`src/rtl/rsa_decrypt_engine.sv`:
```
// Flow-controlled RSA decrypt: pt = ct^d mod n, constant-time right-to-left square-and-multiply.
// Result 1+W*(W+1) edges after accept (error marker after 1); ct_ready only in IDLE, result held until pt_ready.
module rsa_decrypt_engine #(
    parameter int W = 24
) (
    input  logic         clk,
    input  logic         rst,
    input  logic         key_load,
    input  logic [W-1:0] d_in,
    input  logic [W-1:0] n_in,
    input  logic         ct_valid,
    output logic         ct_ready,
    input  logic [W-1:0] ct_data,
    output logic         pt_valid,
    input  logic         pt_ready,
    output logic [W-1:0] pt_data,
    output logic         pt_err,
    output logic         busy
);
    localparam int CW = $clog2(W);

    typedef enum logic [2:0] {S_IDLE, S_LOAD, S_MUL, S_STEP, S_DONE} state_t;

    state_t        state_q, state_d;
    logic [W-1:0]  d_q, d_d, n_q, n_d;
    logic [W-1:0]  res_q, res_d, base_q, base_d, exp_q, exp_d, mb_q, mb_d;
    logic [W-1:0]  acc_r_q, acc_r_d, acc_b_q, acc_b_d;
    logic [CW-1:0] cnt_q, cnt_d, ebit_q, ebit_d;
    logic          pt_valid_q, pt_valid_d, pt_err_q, pt_err_d;
    logic [W-1:0]  pt_data_q, pt_data_d;

    // One interleaved-multiply step: (2*acc + (b ? addend : 0)) mod n, each mod a single subtract.
    function automatic logic [W-1:0] mod_mac(input logic [W-1:0] acc, input logic b,
                                             input logic [W-1:0] addend, input logic [W-1:0] n);
        logic [W:0] t;
        t = {acc, 1'b0};
        if (t >= {1'b0, n}) t = t - {1'b0, n};
        t = {1'b0, t[W-1:0]} + (b ? {1'b0, addend} : '0);
        if (t >= {1'b0, n}) t = t - {1'b0, n};
        return t[W-1:0];
    endfunction

    always_comb begin
        state_d    = state_q;
        d_d        = d_q;
        n_d        = n_q;
        res_d      = res_q;
        base_d     = base_q;
        exp_d      = exp_q;
        mb_d       = mb_q;
        acc_r_d    = acc_r_q;
        acc_b_d    = acc_b_q;
        cnt_d      = cnt_q;
        ebit_d     = ebit_q;
        pt_valid_d = pt_valid_q;
        pt_err_d   = pt_err_q;
        pt_data_d  = pt_data_q;
        case (state_q)
            S_IDLE: begin
                // A same-cycle ct handshake wins: the key stays as the accepted ct expects.
                if (ct_valid) begin
                    base_d  = ct_data;
                    state_d = S_LOAD;
                end else if (key_load) begin
                    d_d = d_in;
                    n_d = n_in;
                end
            end
            S_LOAD: begin
                if (n_q < W'(2) || base_q >= n_q) begin
                    pt_valid_d = 1'b1;
                    pt_err_d   = 1'b1;
                    pt_data_d  = '0;
                    state_d    = S_DONE;
                end else begin
                    res_d   = W'(1);
                    exp_d   = d_q;
                    mb_d    = base_q;
                    acc_r_d = '0;
                    acc_b_d = '0;
                    cnt_d   = CW'(W - 1);
                    ebit_d  = CW'(W - 1);
                    state_d = S_MUL;
                end
            end
            S_MUL: begin
                acc_r_d = mod_mac(acc_r_q, mb_q[W-1], res_q, n_q);
                acc_b_d = mod_mac(acc_b_q, mb_q[W-1], base_q, n_q);
                mb_d    = mb_q << 1;
                if (cnt_q == '0) state_d = S_STEP;
                else             cnt_d   = cnt_q - 1'b1;
            end
            S_STEP: begin
                if (exp_q[0]) res_d = acc_r_q;
                base_d  = acc_b_q;
                exp_d   = exp_q >> 1;
                mb_d    = acc_b_q;
                acc_r_d = '0;
                acc_b_d = '0;
                if (ebit_q == '0) begin
                    pt_valid_d = 1'b1;
                    pt_err_d   = 1'b0;
                    pt_data_d  = exp_q[0] ? acc_r_q : res_q;
                    state_d    = S_DONE;
                end else begin
                    ebit_d  = ebit_q - 1'b1;
                    cnt_d   = CW'(W - 1);
                    state_d = S_MUL;
                end
            end
            S_DONE: begin
                if (pt_ready) begin
                    pt_valid_d = 1'b0;
                    state_d    = S_IDLE;
                end
            end
            default: state_d = S_IDLE;
        endcase
    end

    always_ff @(posedge clk or posedge rst) begin
        if (rst) begin
            state_q    <= S_IDLE;
            d_q        <= '0;
            n_q        <= '0;
            res_q      <= '0;
            base_q     <= '0;
            exp_q      <= '0;
            mb_q       <= '0;
            acc_r_q    <= '0;
            acc_b_q    <= '0;
            cnt_q      <= '0;
            ebit_q     <= '0;
            pt_valid_q <= 1'b0;
            pt_err_q   <= 1'b0;
            pt_data_q  <= '0;
        end else begin
            state_q    <= state_d;
            d_q        <= d_d;
            n_q        <= n_d;
            res_q      <= res_d;
            base_q     <= base_d;
            exp_q      <= exp_d;
            mb_q       <= mb_d;
            acc_r_q    <= acc_r_d;
            acc_b_q    <= acc_b_d;
            cnt_q      <= cnt_d;
            ebit_q     <= ebit_d;
            pt_valid_q <= pt_valid_d;
            pt_err_q   <= pt_err_d;
            pt_data_q  <= pt_data_d;
        end
    end

    assign ct_ready = (state_q == S_IDLE);
    assign busy     = (state_q == S_LOAD) || (state_q == S_MUL) || (state_q == S_STEP);
    assign pt_valid = pt_valid_q;
    assign pt_err   = pt_err_q;
    assign pt_data  = pt_data_q;
endmodule

```
`config.mk`:
```
export PLATFORM = sky130hd
export DESIGN_NAME = rsa_decrypt_engine
export DESIGN_NICKNAME = d
export VERILOG_FILES = /design/src/rtl/rsa_decrypt_engine.sv
export SDC_FILE = /design/constraint.sdc
export NUM_CORES = 1
export LEC_CHECK = 0
export ABC_AREA = 1
export BUFFER_PORTS_ARGS = -buffer_cell sky130_fd_sc_hd__buf_2
export CORE_UTILIZATION = 47
export DETAILED_ROUTE_END_ITERATION = 8
export GPL_TIMING_DRIVEN = 1
export PLACE_DENSITY_LB_ADDON = 0.25
export SLEW_MARGIN = 20
export SYNTH_ARGS = -nofsm -noshare
export SYNTH_HDL_FRONTEND = slang
export SYNTH_SLANG_ARGS = --single-unit
```
`constraint.sdc`:
```
create_clock -name clk -period 7.8 [get_ports clk]
set_clock_uncertainty 0.1 [all_clocks]
set_input_delay 1.17 -clock clk [delete_from_list [all_inputs] [get_ports clk]]
set_output_delay 1.17 -clock clk [all_outputs]
set_load 0.03 [all_outputs]
```
# After elaboration in Yosys (flattened, before gate mapping)
# Index checks and enable logic that the tools add are counted.
# totals
register_bits	231
inputBits	77
output_inout_bits	28
# op_classes
addsub	8
n_lt_le_gt_ge	6
eq_ne	12
mux	41
bitwise	1
reduce_logical	19
# ops
cell	count
24-bit 2-to-1 mux	16
24-bit case mux with 3 select lines	3
24-bit case mux with 2 select lines	4
25-bit by 24-bit >= comparator with 1-bit output	4
24-bit subtractor	4
24-bit by 24-bit adder with 25-bit output	2
24-bit >= comparator	1
24-bit by 2-bit < comparator with 1-bit output (second input constant)	1
5-bit 2-to-1 mux	4
2-bit != test (second input constant)	8
3-bit 2-to-1 mux	5
3-bit case mux with 5 select lines	1
5-bit case mux with 3 select lines	1
3-bit AND reduction	4
5-bit logical NOT	2
5-bit case mux with 2 select lines	1
5-bit by 1-bit subtractor with 5-bit output (second input constant)	2
4-bit AND reduction	2
3-bit by 2-bit == test with 1-bit output (second input constant)	2
2-bit AND reduction	3
3-bit nonzero test	2
1-bit 2-to-1 mux	4
2-bit nonzero test	2
3-bit by 1-bit == test with 1-bit output (second input constant)	1
other kinds (6)	8

# Longest topological paths before layout
# Gate-level depths: netlist of the first run.
# logic_depth
word_depth	7
depth_mapped	40
ltp_nobuf	39

# Worst setup path before layout of the first run
# No wires, ideal clock.
# synth_timing
path_kind	register to register
from	reg n_q[1]
to	reg acc_b_q[0]
setup_ns	0.118
t_arrival_ns	4.656
setup_slack_ns	2.926
path_stages_with_launch	39
n_path_buf	2
synth_period_minus_slack_ns	4.874
cell_sequence	dfrtp_1 -> inv_1 -> ha_1 -> inv_1 -> nor3_1 -> nand2_1 -> nand2_2 -> nand2_1 -> nand2_2 -> nand4_4 -> nand3_2 -> buf_6 -> nand2_1 -> inv_1 -> ha_1 -> inv_1 -> fa_1 -> inv_1 -> [... 3 more ...] -> nand2_1 -> nand3_1 -> nand2_1 -> nand2_1 -> nand2_1 -> inv_1 -> ha_1 -> nand2_2 -> inv_1 -> a21oi_1 -> nand2_1 -> nand2_1 -> nand3_1 -> a21oi_2 -> buf_2 -> nand3_1 -> nand3_1 -> nand2_1
# synth_via
elab_chain_cells	7
elab_cells_between_ends	14
# synth_lines
item	line	text
start, declared	25	logic [W-1:0] d_q, d_d, n_q, n_d;
start signal, assigned	140	n_q <= n_d;
24-bit subtractor / 25-bit by 24-bit >= comparator with 1-bit output (equally long branches)	37	if (t >= {1'b0, n}) t = t - {1'b0, n};
24-bit 2-to-1 mux	37	
24-bit 2-to-1 mux	58	case (state_q)
24-bit by 24-bit adder with 25-bit output	38	t = {1'b0, t[W-1:0]} + (b ? {1'b0, addend} : '0);
25-bit by 24-bit >= comparator with 1-bit output / 24-bit subtractor (equally long branches)	39	if (t >= {1'b0, n}) t = t - {1'b0, n};
24-bit 2-to-1 mux	39	
24-bit case mux with 3 select lines	58	
end signal, assigned	131	acc_b_q <= '0;
end signal, assigned	146	acc_b_q <= acc_b_d;
end, declared	27	logic [W-1:0] acc_r_q, acc_r_d, acc_b_q, acc_b_d;
# Parallel ways exist; a longest one is shown, timed or not. The select of a mux whose other input is x is not followed.
# A chain may end at the register's enable or synchronous reset.

# Final worst setup path of the first run
# layout_timing
from	reg n_q[11]
to	reg acc_b_q[9]
# Same word-level chain as after synthesis.

==> flow_summary.ini, run 1 <==
[setup_path]
critPathRequiredTime_ps = 8130
criticalPathCategory = reg -> reg
max_stage_delay_ps = 570
cp-start-kind = register
critPathArrivalTime_ps = 7060
r2r_start = n_q[11]
critPathLaunch = n_q[11]
critPathCaptureType = register
cp_slowest_cell = nand3_2
critPathMaxFanout = 25
r2r_slack_ps = 1080
cp_common_cell = nand2_1

[min_path]
hold_start = pt_data[11]
hp-class = reg -> reg

[clocking]
clock-sinks = 231
cts_hold_buffers = 0
cts_tree = built
post_cts_resized = 0
cts_buffer_depth = 3
cts_setup_buffers = 0
clk_pin_slew_worst_paths_ps = 60
cts_root_buf = clkbuf_16
cts_max_level = 1
clk_latency_ps = 560
cts_buffers = 27

[floorplanning]
pin_count = 105
fp.dieW_microns = 220.2
start_util = 0.4787
dieArea_sq_mm = 0.04850
die_h_microns = 220.2
core_sq_mm = 0.04675
rows = 79

[global_route]
antenna_found_initial = 0
gr-usage-all-layers = 0.3251
grt_pass1_vias = 21183
grt_max_degree = 96
grt_pass1_wl_mm = 121.6
grt_overflow = 0

[yosys]
async_flop_share = 1.000
synth_seq_cells = 231
synth_area_sq_mm = 0.02238
synth.avg_cell_area_sq_um = 6.161
ys_seq_area_frac = 0.2583
syn_inst = 3633
syn_nets = 3887
ys_warn_count = 0
synth_edf_count = 0
ys.flop_type = dfrtp_1
ys_types = 48

[final_layout]
final_common_cell = nand2_1
drive_above_1_share = 0.06807
nets = 3952
mostFrequentLayoutCells = nand2_1 (1,441), inv_1 (556), nand3_1 (266), dfrtp_1 (231), nor2_1 (204)
fill_cells = 4920
area_delta_synth_final_pct = 8.508
num_antenna_cells = 0

[run_status]
violations = design-rule violations
outcome = finished, violations left

[timing]
fmax_mhz = 148.7
slew_headroom = 0.3183
fin_crit_sh = 0.8620
post-route-min-period_ps = 6724
finalSetupTns_ps = 0
final-setup-viol-count = 0
hold_viol_final = 0
finalMaxSlewViolations = 0
rsz0062_at_grt = no
worst-slew-pin-transition_ps = 1023

[place]
portBuffers = 104
hpwl_mm = 61.71
gp_congestion = 1.058

[routing]
drc_errors = 2
ant_nets = 0
routed_wl_mm = 78.94
drt_iter0_drc = 2130
wl_per_cell_microns = 18.26
vias_per_cell = 5.408
firstDrtPassIters = 9
route.vias.total = 23384

[run]
maxCapViolations = 0
[sequential cells by signal, summed over array words and instances, names as in the netlist]
register,flops
acc_b_q,24
acc_r_q,24
base_q,24
d_q,24
exp_q,24
mb_q,24
n_q,24
pt_data,24
res_q,24
cnt_q,5
ebit_q,5
state_q,3
pt_err,1
pt_valid,1
[final timing paths]
path	end	depth (start not counted)
min in group asynchronous	base_q[23]	2
setup / recovery	acc_b_q[9]	34
max in group asynchronous	n_q[23]	3
hold reg to reg	pt_data[11]	2
hold / removal	pt_data[11]	2
setup reg to reg	acc_b_q[9]	34
[stage by stage]
stage / hold slack (ps) / cells / instance area, sq um / worst slack (ps) / util
2_1_floorplan: 342.2 / 3633 / 22380 / 197.1 / -
3_3_place_gp: 350.3 / 4275 / 23370 / 1231 / 0.4999
3_5_place_dp: 353.4 / 4275 / 23370 / 1232 / 0.4999
4_1_cts: 369.0 / 4323 / 24260 / 1219 / 0.5189
5_1_grt: 390.3 / 4324 / 24290 / 515.3 / 0.5195
6_report: 363.4 / 4324 / 24290 / 1076 / 0.5195
[synth_stat cells (2+ instances only)]
cell type | number | share of area
o211ai_1 | 2 | 0.00067
o21ai_0 | 108 | 0.024
buf_6 | 8 | 0.0040
o21ai_1 | 6 | 0.0013
o21bai_1 | 9 | 0.0030
buf_2 | 44 | 0.0098
nor2_2 | 5 | 0.0014
nand3_1 | 266 | 0.059
buf_4 | 7 | 0.0023
nand3_4 | 3 | 0.0023
or2_2 | 3 | 0.00084
clkbuf_1 | 34 | 0.0057
a21o_1 | 4 | 0.0013
nor4_4 | 2 | 0.0019
fa_1 | 6 | 0.0054
nor4_1 | 4 | 0.0011
nor3_1 | 23 | 0.0051
o2111ai_1 | 2 | 0.00078
o31ai_1 | 2 | 0.00067
nor2_1 | 204 | 0.034
dfrtp_1 | 231 | 0.26
a21oi_1 | 177 | 0.040
inv_1 | 558 | 0.094
nand2_2 | 15 | 0.0042
xnor2_1 | 32 | 0.013
nand3_2 | 5 | 0.0022
a21oi_2 | 6 | 0.0023
nor3_2 | 2 | 0.00089
a31oi_1 | 3 | 0.00084
and2_1 | 5 | 0.0014
xor2_1 | 49 | 0.019
nand3b_1 | 18 | 0.0060
nand4_4 | 2 | 0.0019
o21a_1 | 2 | 0.00067
inv_2 | 5 | 0.00084
nand2_1 | 1442 | 0.24
clkinv_1 | 2 | 0.00034
mux2_2 | 24 | 0.012
nand4_1 | 132 | 0.037
buf_1 | 3 | 0.00050
ha_1 | 171 | 0.096
[area by class of cell]
class / instances / area (sq um) / share of cell area
clock buffers: 35 / 755.7 / 0.03112
repair buffers: 132 / 750.7 / 0.03091
multi-input cells: 2741 / 13980 / 0.5757
well taps: 607 / 759.5 / 0.03127
flip-flops and latches: 231 / 5781 / 0.2380
clock inverters: 13 / 130.1 / 0.005358
inverters: 565 / 2128 / 0.08763
[worst max-delay path, delay by kind of cell, from the launching register on]
family                     cells  cell delay (ps)
and+or+nand+nor               25             4010
DFF                            1              350
adders and majority gates      4             1380
buffers and inverters          5              700
[cells by family after synthesis]
| logic type | count (synthesis) | share of synthesized area |
|---|---|---|
| compound gates | 324 | 0.07669 |
| xor+xnor | 81 | 0.03170 |
| simple gates | 2135 | 0.4032 |
| buf+inv | 661 | 0.1172 |
| mux | 24 | 0.01207 |
| flops | 231 | 0.2583 |
| fa+ha+maj | 177 | 0.1010 |
[metal layers]
| layer | vias up | GRT usage | part of all wire |
|---|---|---|---|
| li1 | 11610 | - | - |
| met1 | 10771 | 0.4279 | 0.42 |
| met2 | 826 | 0.5336 | 0.47 |
| met3 | 177 | 0.03986 | 0.063 |
| met4 | 0 | 0.1437 | 0.047 |
| met5 | - | 0 | 0 |
Power of run 1 is not shown: default switching activity piles up to over one toggle a cycle in this logic, so the estimate is an artifact.
==> inputs of run 2 (changes only) <==
CORE_ASPECT_RATIO = 0.75   (was unset)
==> run 2 against run 1 <==
Effect of this change: the flow now finishes without violations; sequential share of layout area down 0.13 points; register-to-register slack worse by 380 ps; wire length up 4.9%; first-iteration DRC count up 27%; core utilization up 0.63 points; critical path depth up 2; final cell count up 0.83%; flip-flop and latch count unchanged; maximum frequency down 5.3%; via count up 2.4%; global-route usage up 1.7 points; clock-buffer cell count down 2; critical path type unchanged; largest cell class unchanged.
==> flow_summary.ini, run 2 (same netlist as run 1, synthesis figures left out) <==
[floorplanning]
die_h_microns = 191.0
fp.dieW_microns = 254.0
core_sq_mm = 0.04645
pin_count = 105
rows = 68
dieArea_sq_mm = 0.04851
start_util = 0.4818

[global_route]
antenna_found_initial = 1
gr-usage-all-layers = 0.3419
grt_pass1_wl_mm = 126.3
grt_max_degree = 127
grt_overflow = 0
grt_pass1_vias = 21305

[final_layout]
nets = 3965
drive_above_1_share = 0.07158
fill_cells = 4868
mostFrequentLayoutCells = nand2_1 (1,441), inv_1 (556), nand3_1 (266), dfrtp_1 (231), nor2_1 (204)
area_delta_synth_final_pct = 9.123
num_antenna_cells = 0
final_common_cell = nand2_1

[setup_path]
criticalPathCategory = reg -> reg
critPathArrivalTime_ps = 7470
critPathMaxFanout = 25
cp_common_cell = nand2_1
critPathRequiredTime_ps = 8170
critPathCaptureType = register
cp_slowest_cell = nand3_2
max_stage_delay_ps = 540
cp-start-kind = register

[timing]
fin_crit_sh = 0.9101
fmax_mhz = 140.9
finalMaxSlewViolations = 0
final-setup-viol-count = 0
slew_headroom = 0.3272
finalSetupTns_ps = 0
worst-slew-pin-transition_ps = 1009
post-route-min-period_ps = 7099
rsz0062_at_grt = no
hold_viol_final = 0

[routing]
ant_nets = 0
vias_per_cell = 5.491
firstDrtPassIters = 6
wl_per_cell_microns = 18.98
drt_iter0_drc = 2708
drc_errors = 0
route.vias.total = 23942
routed_wl_mm = 82.77

[clocking]
clock-sinks = 231
cts_tree = built
post_cts_resized = 0
clk_latency_ps = 600
cts_root_buf = clkbuf_16
cts_hold_buffers = 0
cts_max_level = 1
clk_pin_slew_worst_paths_ps = 80
cts_buffer_depth = 3
cts_buffers = 26
cts_setup_buffers = 0

[place]
portBuffers = 104
gp_congestion = 1.074
hpwl_mm = 66.17

[run]
maxCapViolations = 0

[run_status]
outcome = completed

[min_path]
hp-class = reg -> reg
==> run 2: cell types whose count changed in the layout (fill, tap and decap cells not counted), sizes merged <==
cell / delta
inv: -2
clkbuf: -2
clkinvlp: +2
buf: +14
bufinv: +1
==> run 2: worst max-delay path, delay by kind of cell, from the launching register on <==
family | cells | cell delay, ps
AOI/OAI and AO/OA | 2 | 600
DFF | 1 | 520
and+or+nand+nor | 24 | 3450
adders and majority gates | 4 | 1520
buffers and inverters | 6 | 730
==> run 2: per-layer routing <==
metal | wire length, microns | vias up | track usage | share of wire
met1 | 39280 | 10944 | 0.5298 | 0.47
met3 | 11840 | 106 | 0.1205 | 0.14
met2 | 29840 | 1234 | 0.4413 | 0.36
li1 | - | 11654 | - | -
met5 | 124 | - | 0.01633 | 0.0015
met4 | 1676 | 4 | 0.06487 | 0.020
==> run 2: final cells by class <==
type / count / area [sq um] / area share
clock buffer: 33 / 726.9 / 0.02976
clock inverter: 14 / 182.7 / 0.007479
inverter: 565 / 2128 / 0.08714
multi-input combinational: 2741 / 13980 / 0.5725
sequential: 231 / 5781 / 0.2367
tap: 630 / 788.3 / 0.03227
timing repair buffer: 146 / 835.8 / 0.03422
==> run 2: through the flow <==
| step | std cells | hold slack (ps) | util | worst slack [ps] | instance area [sq um] |
|---|---|---|---|---|---|
| 3_3_place_gp | 4313 | 351.5 | 0.5062 | 878.2 | 23520 |
| 3_5_place_dp | 4313 | 354.4 | 0.5062 | 919.9 | 23520 |
| 2_1_floorplan | 3633 | 342.2 | - | 197.1 | 22380 |
| 5_1_grt | 4360 | 387.2 | 0.5258 | 413.3 | 24420 |
| 4_1_cts | 4360 | 370.6 | 0.5258 | 877.8 | 24420 |
| 6_report | 4360 | 366.3 | 0.5258 | 701.3 | 24420 |
==> run 2: final timing paths <==
| path | startpoint | slack, ps | depth (start not counted) | end |
|---|---|---|---|---|
| min in group asynchronous | rst | 590 | 2 | mb_q[3] |
| min | pt_data[9] | 370 | 2 | pt_data[9] |
| max in group asynchronous | rst | 5560 | 3 | exp_q[19] |
| max reg2reg | acc_b_q[2] | 700 | 36 | acc_b_q[1] |
| min reg2reg | pt_data[9] | 370 | 2 | pt_data[9] |
| max | acc_b_q[2] | 700 | 36 | acc_b_q[1] |
Power of run 2 is left out for the same reason.
==> inputs of run 3 (changes only) <==
CORE_MARGIN = 2   (was unset)
==> run 3 against run 2 <==
Effect of this change: via count fell by 0.84%; largest cell class unchanged; global-route usage is 1.5 points lower; register-to-register slack improved by 120 ps; cell area is 0.16% lower; critical path type unchanged; hold slack better by 4.0 ps; flip-flop and latch count unchanged; maximum frequency up 1.8%; final cell count about the same.
==> flow_summary.ini, run 3 (same netlist as run 1, synthesis figures left out) <==
[run_status]
outcome = completed

[setup_path]
reg2reg_depth = 35
cp-start-kind = register
critPathCaptureType = register
critPathMaxFanout = 25
r2r_slack_ps = 820
r2r_start = n_q[11]
cp_common_cell = nand2_1
critPathArrivalTime_ps = 7400
r2r_end = acc_b_q[23]
max_stage_delay_ps = 590
criticalPathCategory = reg -> reg
critPathRequiredTime_ps = 8230
cp_slowest_cell = nand3_2

[final_layout]
mostFrequentLayoutCells = nand2_1 (1,441), inv_1 (556), nand3_1 (266), dfrtp_1 (231), nor2_1 (204)
area_delta_synth_final_pct = 8.950
drive_above_1_share = 0.06855
final_common_cell = nand2_1
num_antenna_cells = 0
nets = 3953
multi_input_area_sq_mm = 0.01398
seq_area_sq_mm = 0.005781
fill_cells = 4972
final_cell_area_sq_mm = 0.02439

[place]
dpl_cell_area_sq_mm = 0.02343
portBuffers = 104
hpwl_mm = 64.83
gp_congestion = 1.038

[routing]
routed-wl-met3_mm = 10.47
drt_iter0_drc = 2580
met2_length_mm = 29.17
vias_per_cell = 5.446
route.vias.total = 23740
wl_per_cell_microns = 18.70
firstDrtPassIters = 6
ant_nets = 0
drc_errors = 0
routed_wl_mm = 81.52
met1Wirelength_mm = 39.18
maxUsedRoutingLayer = met4

[min_path]
holdPathEnd = pt_data[14]
hp-class = reg -> reg
hold_start = pt_data[14]
hold_depth = 2

[clocking]
cts_tree = built
cts_root_buf = clkbuf_16
cts_buffer_depth = 3
clk_pin_slew_worst_paths_ps = 70
clk_latency_ps = 600
cts_max_level = 1
clock-sinks = 231
cts_buffers = 27
cts_setup_buffers = 0
cts_hold_buffers = 0
post_cts_resized = 0

[timing]
hold_viol_final = 0
rsz0062_at_grt = no
fmax_mhz = 143.3
fin_crit_sh = 0.8944
slew_headroom = 0.3200
finalMaxSlewViolations = 0
final-setup-viol-count = 0
post-route-min-period_ps = 6976
finalSetupTns_ps = 0
fin_hold_ws_ps = 370.3
worst-slew-pin-transition_ps = 1020

[run]
maxCapViolations = 0

[floorplanning]
start_util = 0.4740
rows = 69
dieArea_sq_mm = 0.04940
pin_count = 105
die_h_microns = 193.0
core_sq_mm = 0.04722
fp.dieW_microns = 256.0

[global_route]
grt_max_degree = 110
grt_pass1_vias = 21254
grt_pass1_wl_mm = 124.5
grt_overflow = 0
gr-usage-all-layers = 0.3271
antenna_found_initial = 0
run 3: worst max path at each step:
| stage | cells after the start | from | slack (ps) | end |
|---|---|---|---|---|
| final | 35 | n_q[11] | 820 | acc_b_q[23] |
| after global routing | 35 | n_q[17] | 280 | acc_b_q[17] |
| after CTS | 35 | n_q[11] | 1010 | acc_b_q[17] |
| after detailed placement | 35 | n_q[11] | 1030 | acc_b_q[17] |
| after global placement | 35 | n_q[17] | 1000 | acc_b_q[20] |
| after floorplan | 1 | rst | 200 | acc_b_q[0] |
run 3: final cells by class:
class,count,area share
Timing Repair Buffer,133,0.03027
Tap cell,639,0.03279
Clock buffer,37,0.03171
Multi-Input combinational cell,2741,0.5734
Sequential cell,231,0.2370
Inverter,565,0.08728
Clock inverter,13,0.007542
run 3: layer usage:
metal  up-vias  GRT usage
met5         -          0
met4         0    0.08929
met3       153     0.1118
met2      1077     0.4249
met1     10879     0.5007
li1      11631          -
run 3: metrics by stage:
stage / instances / utilization / setup slack [ps]
after floorplan: 3633 / - / 197.1
after global placement: 4309 / 0.4961 / 1004
after detailed placement: 4309 / 0.4961 / 1028
after CTS: 4359 / 0.5164 / 1008
after global routing: 4359 / 0.5164 / 277.0
final: 4359 / 0.5164 / 823.6
run 3: worst max-delay path, delay by kind of cell (launching register included):
kind	cells	cell delay, ps
adders and majority gates	4	1360
DFF	1	360
and+or+nand+nor	24	3950
AOI/OAI and AO/OA	1	200
buffers and inverters	6	880
Power of run 3 is left out for the same reason.
